`config.mk`:
```
export PLATFORM = sky130hd
export DESIGN_NAME = ps2_key_encoder
export DESIGN_NICKNAME = d
export VERILOG_FILES = /design/src/rtl/ps2_pkg.sv /design/src/rtl/ps2_frame_rx.sv /design/src/rtl/ps2_key_encoder.sv
export SDC_FILE = /design/constraint.sdc
export NUM_CORES = 1
export LEC_CHECK = 0
export BUFFER_PORTS_ARGS = -buffer_cell sky130_fd_sc_hd__buf_2
export CORE_UTILIZATION = 56
export CTS_BUF_LIST = sky130_fd_sc_hd__clkbuf_8
export CTS_CLUSTER_SIZE = 14
export DETAILED_ROUTE_END_ITERATION = 10
export PLACE_DENSITY_LB_ADDON = 0.2
export SYNTH_ARGS = -nofsm -noshare
export SYNTH_HDL_FRONTEND = slang
export SYNTH_HIERARCHICAL = 1
export SYNTH_SLANG_ARGS = --single-unit
export TNS_END_PERCENT = 30
```
`constraint.sdc`:
```
create_clock -name clk_sys -period 1.9 [get_ports clk_sys]
set_clock_uncertainty 0.2 [all_clocks]
set_input_delay 0.285 -clock clk_sys [delete_from_list [all_inputs] [get_ports clk_sys]]
set_output_delay 0.285 -clock clk_sys [all_outputs]
set_load 0.05 [all_outputs]
```
`src/rtl/ps2_pkg.sv`:
```
// rtl/ps2_pkg.sv - shared constants, receive states and byte helpers for the PS/2 key path
package ps2_pkg;

    localparam int PS2_KEY_W = 11;

    localparam logic [7:0] PS2_EXT    = 8'hE0;
    localparam logic [7:0] PS2_REL    = 8'hF0;
    localparam logic [7:0] PS2_PAUSE  = 8'hE1;
    localparam logic [7:0] PS2_BAT    = 8'hAA;
    localparam logic [7:0] PS2_ACK    = 8'hFA;
    localparam logic [7:0] PS2_RESEND = 8'hFE;
    localparam logic [7:0] PS2_ECHO   = 8'hEE;
    localparam logic [7:0] PS2_ERR0   = 8'h00;
    localparam logic [7:0] PS2_ERR1   = 8'hFF;

    // Pause skips the remaining seven bytes of its fixed sequence
    localparam logic [2:0] PS2_PAUSE_SKIP = 3'd7;

    typedef enum logic [1:0] {
        RX_IDLE,
        RX_DATA,
        RX_PARITY,
        RX_STOP
    } rx_state_t;

    // Keyboard housekeeping bytes that never describe a key
    function automatic logic is_discard(input logic [7:0] b);
        return (b == PS2_BAT)    || (b == PS2_ACK)  || (b == PS2_RESEND) ||
               (b == PS2_ECHO)   || (b == PS2_ERR0) || (b == PS2_ERR1);
    endfunction

endpackage

```
`src/rtl/ps2_frame_rx.sv`:
```
// rtl/ps2_frame_rx.sv - line conditioning and 11-bit PS/2 device-to-host frame receiver
module ps2_frame_rx
    import ps2_pkg::*;
#(
    parameter int FILTER_LEN  = 8,
    parameter int TIMEOUT_CYC = 12000
) (
    input  logic       clk_sys,
    input  logic       reset,
    input  logic       ps2_clk,
    input  logic       ps2_data,
    output logic [7:0] rx_byte,
    output logic       byte_valid,
    output logic       frame_err
);

    localparam int FILT_W = (FILTER_LEN > 2) ? $clog2(FILTER_LEN) : 1;
    localparam int TMO_W  = $clog2(TIMEOUT_CYC + 1);

    localparam logic [FILT_W-1:0] FILT_LAST = FILT_W'(FILTER_LEN - 1);
    localparam logic [TMO_W-1:0]  TMO_LAST  = TMO_W'(TIMEOUT_CYC - 1);

    logic              clk_s1, clk_s2;
    logic              dat_s1, dat_s2;
    logic              filt_clk, filt_clk_d;
    logic [FILT_W-1:0] filt_cnt;
    logic              fall_stb;

    rx_state_t         state, state_n;
    logic [2:0]        bit_cnt, bit_cnt_n;
    logic [7:0]        shift, shift_n;
    logic              par_err, par_err_n;
    logic [TMO_W-1:0]  tmo_cnt, tmo_cnt_n;
    logic              byte_valid_n, frame_err_n;

    // Two-flop synchronisers; idle PS/2 lines are high
    always_ff @(posedge clk_sys) begin
        if (reset) begin
            clk_s1 <= 1'b1;
            clk_s2 <= 1'b1;
            dat_s1 <= 1'b1;
            dat_s2 <= 1'b1;
        end else begin
            clk_s1 <= ps2_clk;
            clk_s2 <= clk_s1;
            dat_s1 <= ps2_data;
            dat_s2 <= dat_s1;
        end
    end

    // Clock filter: level follows only after FILTER_LEN consecutive differing samples
    always_ff @(posedge clk_sys) begin
        if (reset) begin
            filt_clk   <= 1'b1;
            filt_clk_d <= 1'b1;
            filt_cnt   <= '0;
        end else begin
            filt_clk_d <= filt_clk;
            if (clk_s2 == filt_clk) begin
                filt_cnt <= '0;
            end else if (filt_cnt == FILT_LAST) begin
                filt_clk <= clk_s2;
                filt_cnt <= '0;
            end else begin
                filt_cnt <= filt_cnt + 1'b1;
            end
        end
    end

    assign fall_stb = filt_clk_d & ~filt_clk;

    // Receive FSM state and datapath registers
    always_ff @(posedge clk_sys) begin
        if (reset) begin
            state      <= RX_IDLE;
            bit_cnt    <= '0;
            shift      <= '0;
            par_err    <= 1'b0;
            tmo_cnt    <= '0;
            byte_valid <= 1'b0;
            frame_err  <= 1'b0;
        end else begin
            state      <= state_n;
            bit_cnt    <= bit_cnt_n;
            shift      <= shift_n;
            par_err    <= par_err_n;
            tmo_cnt    <= tmo_cnt_n;
            byte_valid <= byte_valid_n;
            frame_err  <= frame_err_n;
        end
    end

    // Next-state logic: advance on each filtered falling edge, abort a stalled frame
    always_comb begin
        state_n      = state;
        bit_cnt_n    = bit_cnt;
        shift_n      = shift;
        par_err_n    = par_err;
        tmo_cnt_n    = (state == RX_IDLE) ? '0 : tmo_cnt + 1'b1;
        byte_valid_n = 1'b0;
        frame_err_n  = 1'b0;

        if (fall_stb) begin
            tmo_cnt_n = '0;
            case (state)
                RX_IDLE: begin
                    if (!dat_s2) begin
                        state_n   = RX_DATA;
                        bit_cnt_n = '0;
                    end
                end
                RX_DATA: begin
                    shift_n   = {dat_s2, shift[7:1]};
                    bit_cnt_n = bit_cnt + 3'd1;
                    if (bit_cnt == 3'd7) begin
                        state_n = RX_PARITY;
                    end
                end
                RX_PARITY: begin
                    // Odd parity: data plus parity bit must hold an odd number of ones
                    par_err_n = ~(^{shift, dat_s2});
                    state_n   = RX_STOP;
                end
                RX_STOP: begin
                    if (dat_s2 && !par_err) begin
                        byte_valid_n = 1'b1;
                    end else begin
                        frame_err_n = 1'b1;
                    end
                    state_n = RX_IDLE;
                end
                default: state_n = RX_IDLE;
            endcase
        end else if (state != RX_IDLE && tmo_cnt == TMO_LAST) begin
            frame_err_n = 1'b1;
            state_n     = RX_IDLE;
            tmo_cnt_n   = '0;
        end
    end

    assign rx_byte = shift;

endmodule

```
`src/rtl/ps2_key_encoder.sv`:
```
// rtl/ps2_key_encoder.sv - PS/2 prefix decoder producing the toggle-style 11-bit key word
module ps2_key_encoder
    import ps2_pkg::*;
#(
    parameter int FILTER_LEN  = 8,
    parameter int TIMEOUT_CYC = 12000
) (
    input  logic                 clk_sys,
    input  logic                 reset,
    input  logic                 ps2_clk,
    input  logic                 ps2_data,
    output logic [PS2_KEY_W-1:0] ps2_key,
    output logic                 byte_valid,
    output logic                 frame_err
);

    logic [7:0] rx_byte;
    logic       ext;
    logic       rel;
    logic [2:0] skip_cnt;

    ps2_frame_rx #(
        .FILTER_LEN  (FILTER_LEN),
        .TIMEOUT_CYC (TIMEOUT_CYC)
    ) u_rx (
        .clk_sys    (clk_sys),
        .reset      (reset),
        .ps2_clk    (ps2_clk),
        .ps2_data   (ps2_data),
        .rx_byte    (rx_byte),
        .byte_valid (byte_valid),
        .frame_err  (frame_err)
    );

    // Prefix/skip decoder; a broken frame drops any half-built prefix sequence
    always_ff @(posedge clk_sys) begin
        if (reset) begin
            ps2_key  <= '0;
            ext      <= 1'b0;
            rel      <= 1'b0;
            skip_cnt <= '0;
        end else if (frame_err) begin
            ext      <= 1'b0;
            rel      <= 1'b0;
            skip_cnt <= '0;
        end else if (byte_valid) begin
            if (skip_cnt != 3'd0) begin
                skip_cnt <= skip_cnt - 3'd1;
            end else if (rx_byte == PS2_PAUSE) begin
                skip_cnt <= PS2_PAUSE_SKIP;
            end else if (rx_byte == PS2_EXT) begin
                ext <= 1'b1;
            end else if (rx_byte == PS2_REL) begin
                rel <= 1'b1;
            end else if (is_discard(rx_byte)) begin
                ext <= 1'b0;
                rel <= 1'b0;
            end else begin
                ps2_key <= {~ps2_key[PS2_KEY_W-1], ~rel, ext, rx_byte};
                ext     <= 1'b0;
                rel     <= 1'b0;
            end
        end
    end

endmodule

```
== Yosys cells after proc, flatten, opt, wreduce, memory -nomap -nowiden ==
Cells that the tools add are included.
Word-level totals
  word-level logic and storage cells: 101
  register bits after elaboration: 55
  input bits: 4
  output and inout port bits: 13
Operators by class
  bitwise logic cells: 14
  reductions and logical operators: 29
  mux-type cells: 17
  equal/unequal tests: 19
  add/subtract/negate cells: 4
Operator list (number)
  $eq 8x8->1 const B: 8
  $add 14x1->14 const B: 1
  $eq 14x14->1 const B: 1
  $not 1->1: 13
  $mux 3: 3
  $reduce_xor 9->1: 1
  $logic_not 8->1: 1
  $mux 1: 8
  $mux 2: 4
  $pmux 2 s4: 1
  $reduce_and 2->1: 4
  $reduce_and 4->1: 2
  $reduce_bool 2->1: 4
  $reduce_and 7->1: 1
  $add 3x1->3 const B: 2
  $eq 3x3->1 const B: 2
  $ne 3x3->1 const B: 2
  $pmux 3 s2: 1
  $reduce_and 3->1: 2
  $reduce_or 3->1: 2
  $logic_or 1x1->1: 5
  $eq 2x2->1 const B: 2
  $ne 2x2->1 const B: 2
  $reduce_or 4->1: 1
  9 further kinds: 10

== Longest topological paths before layout ==
  depth in word-level cells: 8
  depth in mapped cells: 7

== By module ==
The synthesis kept the hierarchy.
By module, submodules not included
  ps2_frame_rx: seq. area each 780.7 um^2, area each 1739.2 um^2, times used 1, cells an instance 184
  ps2_key_encoder: seq. area each 320.3 um^2, area each 917.1 um^2, times used 1, cells an instance 98

== Worst setup path after synthesis ==
OpenSTA, ideal clock, no wires.
  path type: reg-to-reg
  start: register u_rx.byte_valid
  end: register ps2_key[10]
  cell stages (with the launch flop): 6
  required time: 1.579 ns
  period minus slack after synthesis: 2.314 ns
  arrival time: 1.992 ns
  slack: -0.414 ns
  setup time: 0.121 ns
  path buffers: 1
  cells stage by stage: dfxtp_1 -> nand3b_2 -> or2_4 -> a2111oi_4 -> buf_6 -> mux2_4
Between the ends
  longest elaborated chain between the ends: 1
RTL lines
  from (decl): RTL line ps2_frame_rx.sv:13  | output logic byte_valid,
  from (signal assigned): RTL line ps2_frame_rx.sv:88  | byte_valid <= byte_valid_n;
  $reduce_and 7->1 (no source line)
  to (signal assigned): RTL line ps2_key_encoder.sv:59  | ps2_key <= {~ps2_key[PS2_KEY_W-1], ~rel, ext, rx_byte};
  to (decl): RTL line ps2_key_encoder.sv:12  | output logic [PS2_KEY_W-1:0] ps2_key,
No other way between the ends.
A chain may end at the register's enable or synchronous reset.

== Worst setup path after layout ==
  start: register u_rx.shift[1] (netlist: u_rx/rx_byte[1])
  end: register ps2_key[10]
Between the ends
  longest elaborated chain between the ends: 8
RTL lines
  from (decl): RTL line ps2_frame_rx.sv:31  | logic [7:0] shift, shift_n;
  from (signal assigned): RTL line ps2_frame_rx.sv:85  | shift <= shift_n;
  $eq 8x8->1: RTL line ps2_pkg.sv:28  | return (b == PS2_BAT) || (b == PS2_ACK) || (b == PS2_RESEND) ||
  $logic_or 1x1->1 (3 in series): RTL line ps2_pkg.sv:28
  $logic_or 1x1->1 (2 in series): RTL line ps2_pkg.sv:29  | (b == PS2_ECHO) || (b == PS2_ERR0) || (b == PS2_ERR1);
  $not 1->1 (no source line)
  $reduce_and 7->1 (no source line) *
Every way passes the cells marked *; elsewhere a longest branch is shown, timed or not.

==> impl_metrics.ini <==
[clock_tree]
clockBufferDepth = 2
cts_sinks = 55
cts-root-buf = clkbuf_8
htreeDepth = 2
cts.clk_slew.worst_paths_ns = 0.09
cts_buffers = 5
cts_tree = built
clock_latency_ns = 0.30

[finish]
syn_to_final_growth_pct = 20.73
drive_gt1_share_pct = 29.94
fin_cells = 386
nFillCells = 341
fin_nets = 348
final_cell_area_sq_mm = 0.003207
num_antenna_cells = 0

[yosys]
yosys-top-cells-count = 55 x dfxtp_1, 22 x nand2_1, 22 x nor2_1
synth-main-ff-cell = dfxtp_1
synth_seq_area_share_pct = 41.45
yosysTopAreaCell = dfxtp_1
yosysUniqueCellTypes = 53
ys_ff_latch = 55
syn_nets = 297
yosysTopAreaCellShare_pct = 41.45
synthTopCellsByArea = dfxtp_1 41%, ha_1 5.2%, nand2b_1 4.7%, xnor2_1 4.0%, mux2i_1 3.8%
syn-instance-count = 282
async_flop_share_pct = 0
avgSynthCellArea_sq_um = 9.419
yosys.cell_count.top_type = dfxtp_1
yosysWarnings = 6
synth_edf_count = 0
synth_area_sq_mm = 0.002656

[global_routing]
use_met3_pct = 4.274
gr-usage-met2_pct = 37.61
grtUsageTotal_pct = 20.78
grt-busiest-layer = met2
grt.overflow.total = 0
grt_pass1_wl_um = 8397
grt_max_degree = 49
grt_util_met1_pct = 24.66
antenna_found_initial = 0
grt_pass1_vias = 1999

[placed_design]
place_hpwl_um = 3505
place.gp.congestion = 0.7876
io_buffers = 16
dpl.cell_count = 375
post_dp_cell_area_sq_mm = 0.003049

[power]
powerDensity_mw_per_mm2 = 603.8
ir_drop_mv = 0.5130
power_mw = 1.936
p_leak_nw = 1.208

[critical_path]
crit_family = simple AND/OR/NAND/NOR gates
worstSetupEndpointType = register
crit_path_max_fanout = 6
critPathLaunchType = register
cp_slowest_stage_delay_ns = 0.54
worstPathRequired_ns = 1.90
cp_slowest_cell = or4_4
worst-path-buf-inv = 1
critical_path_class = reg -> reg
worstPathArrival_ns = 1.90
path_cells = or4_4 > a21oi_4 > a2111oi_4 > buf_4 > mux2_4

[timing]
period_share_pct = 99.98
slew_headroom_pct = 71.78
tightest_slew_ns = 0.4208
worst_hold_slack_ns = 0.2172
hold_viol_final = 0
rsz0062_at_grt = true
fmax_ghz = 0.5264
maxSlewViolCount = 0
min_period_ns = 1.900
finalSetupViolations = 0

[die]
die_w_um = 70.87
start_util_pct = 59.77
coreArea_sq_mm = 0.004444
ioPinCount = 17
dieHeight_um = 70.87
die-area_sq_mm = 0.005023
placementRows = 24

[routing]
vias_per_cell = 5.412
dr.pass1.iters = 6
drc = 0
first_iter_violations = 114
wirelength_um = 4944
routedWlPerCell_um = 12.81
vias = 2089
ant_nets = 0

[flow_run]
cap_violations = 0

[outcome]
status = finished, final reports clean

[min_path]
hp-class = reg -> reg
-- where the power goes --
part	internal (mW)	switching [mW]
Combinational	0.0232	0.0211
Sequential	1.15	0.00292
Clock	0.384	0.353
-- through the flow --
stage / TNS (ns) / util, % / worst slack (ns)
finish: 0 / 72.16 / 0.0003355
global route: -0.8686 / 72.16 / -0.09818
CTS: -0.008002 / 71.71 / -0.007979
detailed placement: -0.03929 / 68.61 / -0.03929
global placement: 0 / 68.61 / 0.02586
floorplan: -0.01218 / - / -0.01218
-- final cells by class --
type | count | area (sq um) | area share (%)
clock buffers | 5 | 68.82 | 2.146
clock inverters | 3 | 37.54 | 1.171
inverters | 9 | 33.78 | 1.053
multi-input cells | 208 | 1498 | 46.70
flip-flops and latches | 55 | 1121 | 34.96
well taps | 52 | 65.06 | 2.029
repair buffers | 54 | 382.9 | 11.94
-- layer usage --
layer	wire length [um]	share of wire [%]
met1	2331	47
met2	2444	49
met3	107	2.2
met4	61	1.2
met5	0	0
-- state kept, by name (all words and copies together) (netlist names), 2 cells and up --
register and count:
ps2_key 11, u_rx/filt_cnt 3, skip_cnt 3, u_rx/bit_cnt 3, u_rx/tmo_cnt 14, u_rx/rx_byte 8, u_rx/state 2
-- path summary, 6_finish.rpt --
path / from / endpoint / slack (ns) / depth (start not counted)
setup / recovery: u_rx/rx_byte[1]$_SDFFE_PP0N_ / ps2_key[10]$_SDFFE_PP0P_ / 0.0003 / 5
hold / removal: u_rx/dat_s1$_SDFF_PP1_ / u_rx/dat_s2$_SDFF_PP1_ / 0.22 / 1
setup reg to reg: u_rx/rx_byte[1]$_SDFFE_PP0N_ / ps2_key[10]$_SDFFE_PP0P_ / 0.0003 / 5
hold reg to reg: u_rx/dat_s1$_SDFF_PP1_ / u_rx/dat_s2$_SDFF_PP1_ / 0.22 / 1
-- placed cells by master (no fill, tap or decap), types with 3 or more instances in the layout --
cell and instances:
or3_1 3, nor3_1 6, xor2_1 4, inv_1 9
xnor2_1 12, a21oi_1 17, nand4_1 4, ha_1 9
nor2_1 22, nand2_1 22, buf_2 16, or4_4 4
mux2i_1 10, dfxtp_4 3, or2_2 6, nand2b_1 20
clkbuf_8 5, dfxtp_1 45, o21ai_0 5, dfxtp_2 7
nor2b_1 8, nand3_1 14, buf_4 35
-- kinds of logic after synthesis --
logic type / Yosys count / share of synthesized area, %
AOI/OAI and AO/OA: 41 / 11.26
DFF: 55 / 41.45
adders and majority gates: 11 / 5.181
muxes: 13 / 5.181
xor gates and xnor gates: 17 / 6.123
and+or+nand+nor: 126 / 27.23
buffers and inverters: 19 / 3.579
-- what timing repair did --
item                       CTS  global route
resized for setup            2             8
hold buffers                 2             0
buffers inserted             0             1
setup endpoints to repair    3            26
pin swaps                    0             0
hold endpoints to repair     2             0
(Power assumes the default switching activity.)
